## src/rtl/truth_table_scanner.sv

```systemverilog
// -----------------------------------------------------------------------------
// truth_table_scanner
//
// Self-check stage wrapped around a 4-input SOP gate block. It walks the
// block's inputs {a,b,c,d} through minterms 0..15 and holds each one for
// SETTLE_CYC cycles. It then samples the block output (f_in) into word[k] and
// compares the finished 16-bit truth table against EXPECTED.
//
// Optional feature macro: SCAN_FIRST_FAIL_EN
//   defined   -> fail_idx reports the lowest minterm whose sample differed
//                from EXPECTED.
//   undefined -> fail_idx is tied to 4'h0 and no mismatch tracking exists.
//
// Parameters:
//   EXPECTED    expected truth table, bit k = function value at minterm k
//   SETTLE_CYC  cycles each minterm is held before sampling (1..15)
//
// Ports:
//   clk       in   rising-edge clock
//   rst_n     in   asynchronous active-low reset
//   start     in   scan request, only honoured in IDLE
//   f_in      in   SOP block output fed back
//   a,b,c,d   out  minterm drive, {a,b,c,d} = current index (a is MSB)
//   busy      out  high from the accepting edge until the return to IDLE
//   done      out  level, high once a scan completes
//   pass      out  word == EXPECTED, valid while done = 1
//   word      out  captured truth table
//   fail_idx  out  lowest mismatching minterm (see macro above)
// -----------------------------------------------------------------------------
module truth_table_scanner #(
    parameter logic [15:0] EXPECTED   = 16'hA655,
    parameter int unsigned SETTLE_CYC = 2
) (
    input  logic        clk,
    input  logic        rst_n,
    input  logic        start,
    input  logic        f_in,
    output logic        a,
    output logic        b,
    output logic        c,
    output logic        d,
    output logic        busy,
    output logic        done,
    output logic        pass,
    output logic [15:0] word,
    output logic [3:0]  fail_idx
);

    localparam logic [1:0] ST_IDLE   = 2'd0;
    localparam logic [1:0] ST_SETTLE = 2'd1;
    localparam logic [1:0] ST_SAMPLE = 2'd2;
    localparam logic [1:0] ST_FINISH = 2'd3;

    localparam logic [3:0] SETTLE_LAST = 4'(SETTLE_CYC);

    logic [1:0]  state_r;
    logic [3:0]  idx_r;
    logic [3:0]  settle_cnt_r;
    logic [3:0]  abcd_r;
    logic        busy_r;
    logic        done_r;
    logic        pass_r;
    logic [15:0] word_r;
    logic [3:0]  settle_inc_s;

    // Settle counter value after this cycle's increment.
    always_comb begin
        settle_inc_s = settle_cnt_r + 4'd1;
    end

    // Scan sequencer: minterm drive, sampling, and completion flags.
    always_ff @(posedge clk or negedge rst_n) begin
        if (!rst_n) begin
            state_r      <= ST_IDLE;
            idx_r        <= 4'd0;
            settle_cnt_r <= 4'd0;
            abcd_r       <= 4'd0;
            busy_r       <= 1'b0;
            done_r       <= 1'b0;
            pass_r       <= 1'b0;
            word_r       <= 16'h0000;
        end else begin
            case (state_r)
                ST_IDLE: begin
                    if (start) begin
                        idx_r        <= 4'd0;
                        settle_cnt_r <= 4'd0;
                        abcd_r       <= 4'd0;
                        word_r       <= 16'h0000;
                        done_r       <= 1'b0;
                        pass_r       <= 1'b0;
                        busy_r       <= 1'b1;
                        state_r      <= ST_SETTLE;
                    end
                end
                ST_SETTLE: begin
                    settle_cnt_r <= settle_inc_s;
                    if (settle_inc_s == SETTLE_LAST) begin
                        state_r <= ST_SAMPLE;
                    end
                end
                ST_SAMPLE: begin
                    word_r[idx_r] <= f_in;
                    settle_cnt_r  <= 4'd0;
                    if (idx_r == 4'd15) begin
                        // Drive stays at 4'hF through FINISH and IDLE.
                        state_r <= ST_FINISH;
                    end else begin
                        // The next minterm goes out on the same edge that
                        // samples the current one.
                        idx_r   <= idx_r + 4'd1;
                        abcd_r  <= idx_r + 4'd1;
                        state_r <= ST_SETTLE;
                    end
                end
                ST_FINISH: begin
                    pass_r  <= (word_r == EXPECTED);
                    done_r  <= 1'b1;
                    busy_r  <= 1'b0;
                    state_r <= ST_IDLE;
                end
                default: begin
                    state_r <= ST_IDLE;
                    busy_r  <= 1'b0;
                end
            endcase
        end
    end

`ifdef SCAN_FIRST_FAIL_EN
    logic       fail_seen_r;
    logic [3:0] fail_idx_r;

    // Latch the first mismatching minterm of the current scan.
    always_ff @(posedge clk or negedge rst_n) begin
        if (!rst_n) begin
            fail_seen_r <= 1'b0;
            fail_idx_r  <= 4'd0;
        end else if ((state_r == ST_IDLE) && start) begin
            fail_seen_r <= 1'b0;
            fail_idx_r  <= 4'd0;
        end else if ((state_r == ST_SAMPLE) && !fail_seen_r &&
                     (f_in != EXPECTED[idx_r])) begin
            fail_seen_r <= 1'b1;
            fail_idx_r  <= idx_r;
        end
    end

    assign fail_idx = fail_idx_r;
`else
    assign fail_idx = 4'h0;
`endif

    assign a    = abcd_r[3];
    assign b    = abcd_r[2];
    assign c    = abcd_r[1];
    assign d    = abcd_r[0];
    assign busy = busy_r;
    assign done = done_r;
    assign pass = pass_r;
    assign word = word_r;

endmodule

```

## config.mk

```make
export PLATFORM = sky130hd
export DESIGN_NAME = truth_table_scanner
export DESIGN_NICKNAME = d
export VERILOG_FILES = /design/src/rtl/truth_table_scanner.sv
export SDC_FILE = /design/constraint.sdc
export NUM_CORES = 1
export LEC_CHECK = 0
export CAP_MARGIN = 20
export CORE_ASPECT_RATIO = 0.9
export CORE_MARGIN = 2
export CORE_UTILIZATION = 51
export CTS_CLUSTER_SIZE = 25
export DETAILED_ROUTE_END_ITERATION = 8
export GPL_ROUTABILITY_DRIVEN = 0
export PLACE_DENSITY = 0.79
export SLEW_MARGIN = 0
export SYNTH_ARGS = -nofsm -noshare
export SYNTH_HDL_FRONTEND = slang
export SYNTH_SLANG_ARGS = --single-unit
export TNS_END_PERCENT = 1
```

## constraint.sdc

```tcl
create_clock -name clk -period 1.8 [get_ports clk]
set_input_delay 0.36 -clock clk [delete_from_list [all_inputs] [get_ports clk]]
set_output_delay 0.36 -clock clk [all_outputs]
set_load 0.03 [all_outputs]
```

* After elaboration in Yosys (flattened, before gate mapping) *
Index checks and enable logic that the tools add are counted.

storage, ports and cells
  register bits = 29
  input port bits = 4
  output and inout bits = 27
  word-level logic and storage cells = 48

cells by class
  add/subtract/negate cells = 2
  magnitude comparators = 2
  eq/ne operators = 9
  mux-type cells = 18
  reduce and logical (&&, ||, !) cells = 10

operators by type and width
  cell                  count
  $pmux 16 s2           1
  $bwmux 16             1
  $eq 16x16->1 const B  1
  $mux 16               1
  $pmux 4 s3            1
  $add 4x1->4 const B   2
  $mux 4                2
  $pmux 2 s4            1
  $pmux 4 s2            1
  $reduce_and 2->1      4
  $mux 2                3
  $ne 2x2->1 const B    3
  $pmux 1 s2            3
  $lt 4x5->1 const B    1
  $demux 1 s4           1
  $eq 2x2->1 const B    2
  $eq 4x2->1 const B    1
  $eq 4x4->1 const B    1
  $ge 4x1->1 const B    1
  $reduce_bool 2->1     2
  $mux 1                3
  $reduce_and 3->1      1
  $reduce_bool 3->1     1
  $eq 2x1->1 const B    1
  other kinds (2)       2

* Depth between registers and ports, before layout *
Gate-level depths: netlist (run 1).

  depth after elaboration = 6
  gate-level depth with buffers = 5
  mapped depth without buffers = 5

* Worst setup path before layout (run 1) *
OpenSTA, ideal clock, no wires.

  path type = reg-to-reg
  start point = reg, netlist name abcd_r[0]
  end point = reg abcd_r[1]
  setup time = 0.068 ns
  arrival time = 1.316 ns
  required time = 1.732 ns
  setup slack = 0.416 ns
  cell stages (with the launch flop) = 5
  buffers on the path = 0
  clock period less this slack = 1.384 ns
  cells stage by stage = dfrtp_1 > ha_1 > nand3_1 > a211o_1 > nand3_1

RTL lines
  what                    line  text
  end signal: assignment  112   abcd_r <= idx_r + 4'd1;
  end: declaration        59    logic [3:0] abcd_r;

* Final worst setup path (run 1) *
  start point = reg word_r[15], in the netlist word[15]
  end point = out word[15]

RTL lines
  what                              line  text
  start: declaration                63    logic [15:0] word_r;
  start signal: indexed assignment  103   word_r[idx_r] <= f_in;
  end: declaration                  45    output logic [15:0] word,

No word-level cell between the ends.

==> impl.org, run 1 <==
** Clock network
- Counting along the longest clock path gives a buffer depth of 2.
- Number of clock sinks :: 29
- After clock tree synthesis, the clock-pin slew on the worst setup and hold paths is 100 ps.
- Number of buffers inserted to repair setup after CTS :: 0
- Maximum level of the CTS H-tree :: 2
- Clk root buf :: sky130_fd_sc_hd__clkbuf_4
- Clock tree from TritonCTS :: yes
- Clock latency of the later-clocked register in the worst-skew pair :: 340 ps
- Total clock buffers created by CTS :: 5

** Setup path
- Crit-path max FO :: 3
- In this run the critical register-to-register path is captured at settle_cnt_r[3].
- Cells on worst reg2reg path :: 4
- The worst setup path is captured at an output port.
- In this run the critical register-to-register path is launched from state_r[0].
- For this design, the slowest cell found on the critical path is sky130_fd_sc_hd__clkdlybuf4s50_1.
- For flop-to-flop paths, the worst setup slack is about 370 ps.
- Biggest cell delay along the critical path :: between 600 and 700 ps
- Category of cells accounting for the largest share of critical-path delay :: buffers and inverters
- The signal on the critical path passes through clkdlybuf4s50_1.
- The critical path is of the reg2out type.
- Data required time at the worst endpoint :: 1440 ps
- Worst EP arrival :: 1400 ps
- Startpoint types :: register
- Together, buffers and inverters on the worst path number 1.

** Final layout
- Filler cell count in the final layout :: 259
- # diodes :: 0
- Share of post-route cells with drive strength above 1 :: 0.0829
- The area growth from synthesis to layout is 25.0%.
- For this run, the post-layout net count is about 210.

** Power and ir drop
- The share of total power dissipated in the clock network is 0.205.
- P per Cell Area :: about 1100 nW/µm²
- The analysis attributes to net switching a power of approximately 0.00090 W.
- VDD sags by at most 670 µV.
- Leakage power figure :: 1.17 nW
- Cell-internal power :: between 0.001 and 0.0015 W
- The share of total power dissipated in sequential elements is 0.404.
- Gate power share :: 0.391
- Of the total power, the share spent switching nets is 0.397.

** Floorplan
- Total Die Area :: 3660 µm²
- From left edge to right edge, the die measures 63.5 µm.
- Initial core utilization :: 0.534
- Die boundary height :: roughly 58 µm
- Core region area :: ~3000 µm²
- # rows :: 19
- I/O pin count :: 31

** Synthesis
- The synthesized netlist contains 30 unique library cells.
- Dividing the synthesized area by the synthesized cell count gives 9.34 µm².
- After technology mapping, the gate count stands at around 170.
- For this run, the register share of the synthesized area comes to 0.446.
- The cell area that synthesis handed to floorplanning was about 1600 µm².
- Yosys printed 0 warnings.
- Post-synthesis register bit count :: 29

** Routing
- Sum of routed wire length over all layers :: 3800 µm
- Dividing the detail-routed wire length by the instance count gives 15.4 µm.
- Once detail routing completed, the nets flagged for antenna violations numbered 0.
- DR DRC count :: 0
- Via-per-instance ratio :: 5.79
- In this run, the number of DRC markers left after iteration 0 of detailed routing was between 80 and 90.
- Summing over every cut layer, the via total after detailed routing is 1429.
- Router iterations before antenna repair :: 4

** Placement
- Detailed-placement wirelength estimate :: about 2600 µm
- Number of buffers added on ports :: 26

** Hold path
- Class of the most critical hold timing path :: in2async

** Timing
- Derived from the worst setup path, the maximum achievable clock frequency is 568 MHz.
- Hold timing on the final database bottoms out at a slack of 394 ps.
- In the finished design, the share of the clock period the worst path needs comes to 0.978.
- For the pin with the worst max-slew slack, the measured transition is 513 ps.
- Final sum of negative setup slack :: 0 ps
- Headroom to the max-slew limit came out at 0.657.
- Min Tclk post-route :: 1760 ps
- The final hold violation count was 0.
- Setup repair after global routing left no endpoint under its margin.
- Final setup violation count :: 0
- On the final layout, the worst clock skew is roughly 12 ps.
- The final-report max-slew violation count is 0.

** Job
- # Max-Cap Violations :: 0

** Outcome
- The flow ran to the end, and the final reports show no timing, DRC or antenna violations.

** Global routing
- The first global-routing pass estimated about 6400 µm of wire.
- Total global-route track usage :: 0.228
- Entering global routing, the biggest net connects 30 pins.
- The initial antenna violation count was 0.
- The number of global-route vias before repair is around 1400.
- Gr ovfl total :: 0
==> through the flow <==
step / worst slack, ps / util / area [µm²] / power, W / cells
after floorplan: 416 / - / 1640 / 0.00154 / 177
after global placement: 101 / 0.636 / 1930 / 0.00177 / 239
after detailed placement: 91.5 / 0.636 / 1930 / 0.00182 / 239
after CTS: 6.51 / 0.658 / 2000 / 0.00228 / 247
after global routing: 2.30 / 0.668 / 2030 / 0.00243 / 247
final: 40.2 / 0.668 / 2030 / 0.00227 / 247
==> placed cells by master, fill, tap and decap left out, types with 2 or more instances in the layout <==
| cell type | instances |
|---|---|
| sky130_fd_sc_hd__ha_1 | 6 |
| sky130_fd_sc_hd__mux2i_1 | 3 |
| sky130_fd_sc_hd__dfrtp_1 | 29 |
| sky130_fd_sc_hd__clkbuf_4 | 5 |
| sky130_fd_sc_hd__and3b_1 | 5 |
| sky130_fd_sc_hd__dlymetal6s2s_1 | 12 |
| sky130_fd_sc_hd__buf_4 | 8 |
| sky130_fd_sc_hd__inv_1 | 6 |
| sky130_fd_sc_hd__o211ai_1 | 13 |
| sky130_fd_sc_hd__o21ai_0 | 7 |
| sky130_fd_sc_hd__dlygate4sd2_1 | 2 |
| sky130_fd_sc_hd__nor2_1 | 9 |
| sky130_fd_sc_hd__conb_1 | 4 |
| sky130_fd_sc_hd__nor3_1 | 2 |
| sky130_fd_sc_hd__o32ai_1 | 2 |
| sky130_fd_sc_hd__nand4_1 | 5 |
| sky130_fd_sc_hd__a41o_1 | 2 |
| sky130_fd_sc_hd__nor2b_1 | 3 |
| sky130_fd_sc_hd__nand3_1 | 19 |
| sky130_fd_sc_hd__nand2_1 | 21 |
| sky130_fd_sc_hd__nand2b_1 | 5 |
| sky130_fd_sc_hd__o311ai_1 | 4 |
| sky130_fd_sc_hd__clkbuf_8 | 2 |
| sky130_fd_sc_hd__clkdlybuf4s50_1 | 12 |
| sky130_fd_sc_hd__nor4bb_1 | 4 |
| sky130_fd_sc_hd__a21oi_1 | 3 |
| sky130_fd_sc_hd__nand3b_1 | 5 |
==> synth_stat cells <==
cell type / count / area share
sky130_fd_sc_hd__and3b_1: 5 / 0.027
sky130_fd_sc_hd__nand3b_1: 5 / 0.023
sky130_fd_sc_hd__o21ai_0: 7 / 0.022
sky130_fd_sc_hd__a22o_1: 1 / 0.0054
sky130_fd_sc_hd__o32ai_1: 2 / 0.011
sky130_fd_sc_hd__nand4_1: 5 / 0.019
sky130_fd_sc_hd__and3_1: 1 / 0.0039
sky130_fd_sc_hd__ha_1: 6 / 0.046
sky130_fd_sc_hd__nand3_1: 19 / 0.059
sky130_fd_sc_hd__a211o_1: 1 / 0.0054
sky130_fd_sc_hd__clkbuf_1: 4 / 0.0092
sky130_fd_sc_hd__o311ai_1: 4 / 0.022
sky130_fd_sc_hd__buf_4: 4 / 0.018
sky130_fd_sc_hd__inv_1: 6 / 0.014
sky130_fd_sc_hd__nor4bb_1: 4 / 0.025
sky130_fd_sc_hd__nor3_1: 2 / 0.0062
sky130_fd_sc_hd__nand2_1: 21 / 0.049
sky130_fd_sc_hd__or3b_1: 1 / 0.0054
sky130_fd_sc_hd__a41o_1: 2 / 0.012
sky130_fd_sc_hd__a21bo_2: 1 / 0.0062
sky130_fd_sc_hd__o211ai_1: 13 / 0.060
sky130_fd_sc_hd__mux2i_1: 3 / 0.018
sky130_fd_sc_hd__nor2b_1: 3 / 0.012
sky130_fd_sc_hd__buf_2: 6 / 0.018
sky130_fd_sc_hd__conb_1: 1 / 0.0023
sky130_fd_sc_hd__o2bb2a_1: 1 / 0.0062
sky130_fd_sc_hd__dfrtp_1: 29 / 0.45
sky130_fd_sc_hd__nand2b_1: 5 / 0.019
sky130_fd_sc_hd__a21oi_1: 3 / 0.0092
sky130_fd_sc_hd__nor2_1: 9 / 0.021
==> metal layers <==
| metal | GRT usage | share of wire | vias to the layer above |
|---|---|---|---|
| met5 | 0 | 0 | - |
| met4 | 0.0994 | 0.018 | 0 |
| li1 | - | - | 687 |
| met1 | 0.286 | 0.44 | 681 |
| met2 | 0.373 | 0.47 | 52 |
| met3 | 0.0611 | 0.067 | 9 |
==> worst max path at each step <==
stage | depth (start not counted) | slack, ps | endpoint | start
after floorplan | 4 | 420 | abcd_r[1] | abcd_r[0]
after global placement | 5 | 100 | word[4] | start
after detailed placement | 5 | 90 | word[4] | start
after CTS | 1 | 7 | word[13] | word[13]
after global routing | 1 | 2 | word[4] | word[4]
final | 1 | 40 | word[15] | word[15]
==> cell families after synthesis <==
| kind of cell | share of synthesized area |
|---|---|
| adders and majority gates | 0.0462 |
| DFF | 0.446 |
| and+or+nand+nor | 0.268 |
| buffers and inverters | 0.0600 |
| AOI/OAI and AO/OA | 0.159 |
| other | 0.00231 |
| muxes | 0.0185 |
==> registers in the layout (all words and copies together) (netlist names) <==
| register | cells |
|---|---|
| word | 16 |
| abcd_r | 4 |
| settle_cnt_r | 4 |
| state_r | 2 |
| busy | 1 |
| done | 1 |
| pass | 1 |
==> area by class of cell <==
class	instances	area [µm²]	share of cell area
Inverter	6	22.5	0.0111
Tap cell	42	52.6	0.0259
Multi-Input combinational cell	128	813	0.400
Clock buffer	7	65.1	0.0320
Timing Repair Buffer	34	348	0.171
Sequential cell	29	726	0.357
Clock inverter	1	5.00	0.00246
==> power groups by stage <==
stage	clock [W]	combinational (W)	sequential, W
floorplan	0	0.000533	0.00100
global placement	0	0.000859	0.000915
detailed placement	0	0.000894	0.000930
CTS	0.000475	0.000887	0.000917
global route	0.000503	0.000984	0.000940
finish	0.000466	0.000888	0.000916
==> worst reg2reg max path: cells and delay by family (launching register included) <==
kind,cells,cell delay [ps]
AOI/OAI and AO/OA,2,400
and+or+nand+nor,1,240
DFF,1,500
buffers and inverters,1,220
==> what timing repair did <==
action | in CTS | in global routing
resized for setup | 2 | 12
hold buffers | 0 | 0
endpoints found under the hold margin | 0 | 0
pin swaps | 0 | 0
setup endpoints to repair | 2 | 12
No activity file was read; power rests on OpenSTA's default activity.
==> run 2: changes to the inputs <==
--- a/config.mk
+++ b/config.mk
@@ -5,6 +5,7 @@
 export SDC_FILE = /design/constraint.sdc
 export NUM_CORES = 1
 export LEC_CHECK = 0
+export ABC_CLOCK_PERIOD_IN_PS = 1800
 export CAP_MARGIN = 20
 export CORE_ASPECT_RATIO = 0.9
 export CORE_MARGIN = 2
==> results of run 2 <==
The final DEF is identical to that of run 1; final timing and power are the same.
